**config.mk**
```make
export PLATFORM = sky130hd
export DESIGN_NAME = icache_refill_ctrl
export DESIGN_NICKNAME = d
export VERILOG_FILES = /design/src/rtl/icache_refill_ctrl.sv
export SDC_FILE = /design/constraint.sdc
export NUM_CORES = 2
export LEC_CHECK = 0
export ABC_CLOCK_PERIOD_IN_PS = 7160
export CORE_UTILIZATION = 30
export DETAILED_ROUTE_END_ITERATION = 12
export PLACE_DENSITY = 0.44
export SYNTH_ARGS = -nofsm -noshare
export SYNTH_HDL_FRONTEND = slang
export SYNTH_SLANG_ARGS = --single-unit
```
**constraint.sdc**
```tcl
create_clock -name CLK -period 7.16 [get_ports CLK]
set_clock_uncertainty 0.15 [all_clocks]
set_input_delay 1.432 -clock CLK [delete_from_list [all_inputs] [get_ports CLK]]
set_output_delay 1.432 -clock CLK [all_outputs]
set_load 0.05 [all_outputs]
```
**src/rtl/icache_refill_ctrl.sv**
```systemverilog
// rtl/icache_refill_ctrl.sv - direct-mapped instruction cache with blocking line refill
// Lookup is combinational in IDLE; a miss streams WORDS beats from memory, then re-looks up.
module icache_refill_ctrl #(
  parameter int LINES = 16,
  parameter int WORDS = 4
) (
  input  logic        CLK,
  input  logic        RST,
  input  logic [31:0] pc_addr,
  input  logic        fetch_req,
  input  logic        flush,
  output logic [31:0] ins,
  output logic        hit,
  output logic        mem_req,
  output logic [31:0] mem_addr,
  input  logic [31:0] mem_rdata,
  input  logic        mem_ready,
  output logic [15:0] miss_count
);

  localparam int WW = $clog2(WORDS);
  localparam int IW = $clog2(LINES);
  localparam int LW = 30 - WW;
  localparam int TW = LW - IW;
  localparam logic [WW-1:0] LAST_BEAT = WW'(WORDS - 1);

  typedef enum logic [1:0] {IDLE = 2'd0, REFILL = 2'd1, FILL_DONE = 2'd2} state_t;

  state_t            state_q, state_d;
  logic [LINES-1:0]  valid_q, valid_d;
  logic [WW-1:0]     beat_q, beat_d;
  logic [LW-1:0]     miss_line_q, miss_line_d;
  logic [15:0]       miss_count_q, miss_count_d;
  logic [TW-1:0]     tag_q  [LINES];
  logic [31:0]       data_q [LINES][WORDS];

  logic [WW-1:0] pc_word;
  logic [IW-1:0] pc_index;
  logic [TW-1:0] pc_tag;
  logic [IW-1:0] miss_index;
  logic [TW-1:0] miss_tag;
  logic          lookup_hit;
  logic          miss_fire;
  logic          beat_accept;
  logic          last_accept;
  logic          unused_pc_bits;

  assign pc_word        = pc_addr[2 +: WW];
  assign pc_index       = pc_addr[2+WW +: IW];
  assign pc_tag         = pc_addr[31 -: TW];
  assign miss_index     = miss_line_q[IW-1:0];
  assign miss_tag       = miss_line_q[LW-1 -: TW];
  assign unused_pc_bits = ^pc_addr[1:0];

  assign lookup_hit  = valid_q[pc_index] && (tag_q[pc_index] == pc_tag);
  assign miss_fire   = (state_q == IDLE) && fetch_req && !flush && !lookup_hit;
  // flush wins over a beat landing in the same cycle
  assign beat_accept = (state_q == REFILL) && mem_ready && !flush;
  assign last_accept = beat_accept && (beat_q == LAST_BEAT);

  always_ff @(posedge CLK or posedge RST) begin
    if (RST) state_q <= IDLE;
    else     state_q <= state_d;
  end

  always_comb begin
    state_d = state_q;
    case (state_q)
      IDLE:      if (miss_fire) state_d = REFILL;
      REFILL:    if (flush) state_d = IDLE;
                 else if (last_accept) state_d = FILL_DONE;
      FILL_DONE: state_d = IDLE;
      default:   state_d = IDLE;
    endcase
  end

  always_comb begin
    hit        = (state_q == IDLE) && fetch_req && !flush && lookup_hit;
    ins        = hit ? data_q[pc_index][pc_word] : 32'd0;
    mem_req    = (state_q == REFILL);
    mem_addr   = mem_req ? {miss_line_q, beat_q, 2'b00} : 32'd0;
    miss_count = miss_count_q;
  end

  always_comb begin
    valid_d      = valid_q;
    beat_d       = beat_q;
    miss_line_d  = miss_line_q;
    miss_count_d = miss_count_q;
    if (miss_fire) begin
      miss_line_d = pc_addr[31:2+WW];
      beat_d      = '0;
      if (miss_count_q != 16'hFFFF) miss_count_d = miss_count_q + 16'd1;
    end
    if (beat_accept) beat_d = beat_q + WW'(1);
    if (flush) valid_d = '0;
    else if (last_accept) valid_d[miss_index] = 1'b1;
  end

  always_ff @(posedge CLK or posedge RST) begin
    if (RST) begin
      valid_q      <= '0;
      beat_q       <= '0;
      miss_line_q  <= '0;
      miss_count_q <= '0;
    end else begin
      valid_q      <= valid_d;
      beat_q       <= beat_d;
      miss_line_q  <= miss_line_d;
      miss_count_q <= miss_count_d;
    end
  end

  always_ff @(posedge CLK) begin
    if (beat_accept) data_q[miss_index][beat_q] <= mem_rdata;
    if (last_accept) tag_q[miss_index] <= miss_tag;
  end

endmodule

```
=== Word-level counts from Yosys, hierarchy flattened ===
Memories as Yosys holds them, arrays and structs flattened.
Index checks and enable logic that the tools add are counted.

* Add/sub/neg operators: 2
* Magnitude comparators: 6
* Equal/unequal tests: 6
* Muxes and demuxes: 23
* Bitwise logic cells: 3
* Reductions and logical operators: 17

{| class="wikitable"
|+ Operators by type and width
! operator !! number
|-
| 32-bit 2-to-1 mux || 5
|-
| 128-bit 2-to-1 mux || 1
|-
| 32-bit binary-select mux with 2-bit select || 1
|-
| 32-bit demux with 2-bit select || 1
|-
| 16-bit 2-to-1 mux || 2
|-
| 24-bit == test || 1
|-
| 16-bit by 1-bit adder with 16-bit output (second input constant) || 1
|-
| 16-bit != test (second input constant) || 1
|-
| 16-bit bitwise OR || 1
|-
| 1-bit logical AND || 10
|-
| 4-bit by 5-bit < comparator with 1-bit output (second input constant) || 2
|-
| 2-bit 2-to-1 mux || 5
|-
| 3-bit >= comparator (second input constant) || 2
|-
| 2-bit NOT with 3-bit output || 2
|-
| 1-bit 2-to-1 mux || 5
|-
| 1-bit binary-select mux with 4-bit select || 1
|-
| 1-bit demux with 4-bit select || 1
|-
| 4-bit by 1-bit >= comparator with 1-bit output (second input constant) || 1
|-
| 2-bit one-hot mux with 2 select lines || 1
|-
| 2-bit AND reduction || 2
|-
| 2-bit nonzero test || 2
|-
| 3-bit by 1-bit < comparator with 1-bit output (second input constant) || 1
|-
| 3-bit by 2-bit != test with 1-bit output (second input constant) || 1
|-
| 2-bit by 1-bit adder with 2-bit output (second input constant) || 1
|-
| 5 further kinds || 6
|}

* Flip-flop bits (word level): 64
* Bits in writable memories: 2,432
* Input bits: 69
* Output and inout bits: 82
* Word-level logic and storage cells: 64
* Memories kept: 2

{| class="wikitable"
|+ Memories
! memory !! words !! width !! read ports !! clocked after Yosys merged registers in !! write ports !! RTL line !! source
|-
| data_q || 16 || 128 || 1 || 0 || 1 || 35 || <nowiki>logic [31:0] data_q [LINES][WORDS];</nowiki>
|-
| tag_q || 16 || 24 || 1 || 0 || 1 || 34 || <nowiki>logic [TW-1:0] tag_q [LINES];</nowiki>
|}

=== Longest topological paths before layout ===
* Word-level depth: 7
* Gate-level depth with buffers: 15
* Depth with buffers taken out: 9

=== Worst setup path after synthesis ===
No wires, ideal clock.

* Kind: input -> output
* Start: in pc_addr[5]
* End: out ins[0]
* Arrival time: 4.756 ns
* Data required time: 5.578 ns
* Path slack: 0.822 ns
* Stages: 11
* Path through: buf_4 buf_2 buf_2 buf_2 buf_2 clkbuf_1 clkbuf_1 mux4_2 mux4_2 mux4_2 and3_1

* Cells in the longest elaborated chain, start to end: 5

{| class="wikitable"
|+ RTL lines
! element !! RTL line !! source
|-
| start: declaration || 9 || <nowiki>input logic [31:0] pc_addr,</nowiki>
|-
| memory read 16 x 24 bit, or another cell as far along || n/a ||
|-
| 24-bit == test, or another cell as far along || 55 || <nowiki>assign lookup_hit = valid_q[pc_index] && (tag_q[pc_index] == pc_tag);</nowiki>
|-
| 1-bit logical AND or 32-bit 2-to-1 mux (tied branches) || 55, 79 ||
|-
| 1-bit logical AND or 32-bit 2-to-1 mux (tied branches) || 78, 79 ||
|-
| 32-bit 2-to-1 mux * || 79 || <nowiki>ins = hit ? data_q[pc_index][pc_word] : 32'd0;</nowiki>
|-
| end: declaration || 12 || <nowiki>output logic [31:0] ins,</nowiki>
|}

Mark *: on every way between the ends. The rest lies on a longest branch, timed or not. The select of a mux whose other input is x is not followed.

=== Final worst setup path ===
* Start: in pc_addr[4]
* End: out ins[17]

The elaborated chain is that of the path after synthesis.

==> results by group <==
Clock tree
  – Clock buffer depth: 4
  – Post-CTS Setup Repair Bufs: 0
  – Post-CTS sizing: 0
  – Number of hold buffers added after cts: 0
  – Total CTS buffers: 283
  – Worst-Skew Late Latency: 0.85 ns
  – Htree depth: 5
  – Reg clk slew, reported paths: 0.06 ns
  – CTS tree: yes
  – Clock sinks: 2496
  – Root cell of the clock tree: clkbuf_16

Timing
  – Setup TNS Final: 0 ns
  – RSZ-0062 raised after global routing: false
  – Final setup viols: 0
  – Tcrit/Tclk final: 0.945
  – Hold WS: 0.344 ns
  – Crit path time final: 6.76 ns
  – Slew headroom: 0.173
  – Fmax: 148 MHz
  – Hold Vio Cnt, Final: 0
  – Pins over their slew limit: 0
  – Worst-Margin Slew: 1.24 ns

Yosys
  – Synth Area in Adders: 0.000652
  – YS warnings: 0
  – Proportion of synthesized area in mux cells: 0.188
  – Sequential area share after synthesis: 0.778
  – Cell variety after synth: 52
  – Area share of the largest cell type after synthesis: 0.762
  – Synthesized area: 95900 sq um
  – Syn_area_per_cell: 24.2 sq um
  – Ys flop type: edfxtp_1
  – Synth Area in Simple Gates: 0.0144
  – Syn Inst Count: 3964
  – Leading post-synthesis cells by cell area: edfxtp_1 76%, mux4_2 17%, dfrtp_1 1.7%
  – Main combinational cell family by area after synthesis: multiplexers
  – Ys async rst share: 0.0256
  – #FFs+latches synth: 2496
  – Top cell type by total area after synthesis: edfxtp_1
  – Number of flops mapped to enable cells by yosys: 2432
  – Compound-cell area share of the yosys netlist: 0.00496
  – Xor/xnor share of the synthesized area: 0.00347

Floorplan
  – Die width: 567 microns
  – CORE AREA: 318000 sq um
  – # IOs: 151
  – Initial Util: 0.302
  – Rows: 207
  – Die Ht: 567 microns
  – Die footprint: 322000 sq um

Drt
  – Drt pass-1 iters: 5
  – Vias/cell: 4.96
  – Final wirelength: 254000 microns
  – Post-route ant nets: 0
  – Initial DRC Count: 3915
  – Drt drc: 0
  – Via Count: 43.3k
  – Avg WL per Cell: 29.1 microns

Placed design
  – DP Wirelength: 147000 microns
  – GP Congestion: 0.717
  – IO buf count: 146

Critical path
  – WS Path Type: in -> out
  – Worst R2R Setup Slack: 2.68 ns
  – CP endpoint kind: output port
  – Critical Path RT: 5.58 ns
  – Startpoint type of the worst setup path: input pin
  – Arr. time, crit path: 5.18 ns
  – Max Fanout on Critical Path: 38

Global routing
  – GRT overflow: 0
  – Pin count of the biggest net entering global routing: 114
  – First-pass GRT wire length: 359000 microns
  – Initial antenna violation count: 37
  – GRT Util Overall: 0.157
  – Vias in the first global route: 45.7k

Power
  – Clock power frac: 0.429
  – P_sw: 7.07 mW
  – Net Sw Frac: 0.222
  – Pwr dens: 283 nW/um^2
  – Logic gate share of total power: 0.056
  – Register share of total power: 0.516
  – VDD IR max: 0.223 mV
  – LEAKAGE: 34.9 nW
  – Int Power: 24.8 mW

Final layout
  – Number of fill cells: 29.2k
  – Fraction of layout cells with a size suffix above 1: 0.315
  – P&R area growth vs syn: 17.5%
  – Final net count: 4420

Run
  – Max Cap Viol: 0

Run status
  – Status: finished, final reports clean

Min path
  – Hold/Removal Path Class: reg -> reg
-- stage by stage --
step / area (sq um) / worst slack (ns) / util / power, mW / instances
3_5_place_dp: 104000 / 0.254 / 0.327 / 18.6 / 8241
4_1_cts: 113000 / 0.240 / 0.354 / 32.3 / 8728
2_1_floorplan: 95900 / 0.822 / - / 17.7 / 3965
6_report: 113000 / 0.395 / 0.354 / 31.9 / 8736
3_3_place_gp: 104000 / 0.137 / 0.327 / 18.5 / 8241
5_1_grt: 113000 / 0.180 / 0.354 / 32.9 / 8729
-- worst max-delay path, stage by stage --
cell and delay [ns]:
buf_8 0.38, buf_4 0.33, nand2_1 0.29, o22ai_1 0.33, nor3_1 0.08, a211oi_1 0.44
buf_4 0.19, o2111ai_1 0.09, or4_1 0.53, nor4_4 0.22, buf_12 0.23, buf_4 0.17
and3_1 0.21, buf_12 0.15
-- flip-flops by register name, summed over array words and instances, names as in the netlist --
| name | count |
|---|---|
| miss_count | 16 |
| state_q | 2 |
| beat_q | 2 |
| tag_q | 384 |
| miss_line_q | 28 |
| valid_q | 16 |
| data_q | 2048 |
-- power by group through the flow --
stage | sequential (mW) | clock, mW | combinational, mW
final | 16.4 | 13.7 | 1.78
after global routing | 16.5 | 14.6 | 1.89
after CTS | 16.4 | 14.1 | 1.81
after detailed placement | 16.8 | 0 | 1.81
after global placement | 16.7 | 0 | 1.79
after floorplan | 16.7 | 0 | 0.953
-- cell usage after synthesis (8+ instances only) --
cell type / count
a22o_1: 8
o22ai_1: 11
nand2_1: 24
clkbuf_1: 89
buf_1: 30
o21ai_0: 9
mux2_2: 19
and3_1: 41
buf_2: 73
inv_1: 10
dfrtp_1: 64
buf_4: 15
and2_1: 32
mux2_1: 30
mux2i_1: 69
edfxtp_1: 2432
mux4_2: 745
nand3_1: 15
nor2_1: 116
nor3_1: 9
xnor2_1: 10
nor2b_1: 12
xor2_1: 28
-- cells in the final DEF (no fill, tap or decap), types with 9 or more instances in the layout --
master,n
nand2_1,20
buf_2,33
nor2_4,64
clkbuf_16,292
clkinv_1,57
mux4_2,745
mux2_2,19
o21ai_0,9
o22ai_1,11
mux2i_1,69
and3_1,41
and2_1,32
inv_1,9
nand3_1,15
xor2_1,28
clkbuf_1,66
buf_4,118
buf_12,75
nor2_1,52
nor3_1,9
nor2b_1,11
clkdlybuf4s50_1,75
edfxtp_1,2432
xnor2_1,10
clkinv_2,38
bufinv_16,11
dfrtp_1,64
mux2_1,30
-- cell type report --
type	instances	area [sq um]	area share
Sequential cell	2496	74600	0.663
Multi-Input combinational cell	1250	20800	0.185
Antenna cell	8	20.0	0.000178
Timing Repair Buffer	305	3360	0.0298
Tap cell	4180	5230	0.0464
Clock buffer	361	7600	0.0674
Clock inverter	126	970	0.00861
Inverter	10	38.8	0.000344
-- final timing paths --
path                             from              end  depth (start not counted)
max                        pc_addr[4]          ins[17]                         14
min                        valid_q[4]       valid_q[4]                          2
min reg2reg                valid_q[4]       valid_q[4]                          2
min in group asynchronous         RST  miss_line_q[24]                          3
max reg2reg                state_q[1]   data_q[2][102]                          5
max in group asynchronous         RST       state_q[0]                          3
-- kinds of logic (layout without fill, tap and decap cells) --
kind of cell	after synthesis	after routing
compound gates	64	64
xor+xnor	38	38
fa+ha+maj	5	5
buf+inv	219	802
flops	2496	2496
mux	863	863
other cells	1	10
simple gates	278	278
-- per-layer routing --
metal  vias to the layer above  global-route usage  routed length, microns
met5                         -                   0                      55
met4                         8              0.0352                    5520
met3                       367              0.0251                   11700
met2                      1047               0.257                  123000
met1                     24073               0.220                  114000
li1                      17842                   -                       -
Power figures use the tool's default switching activity.
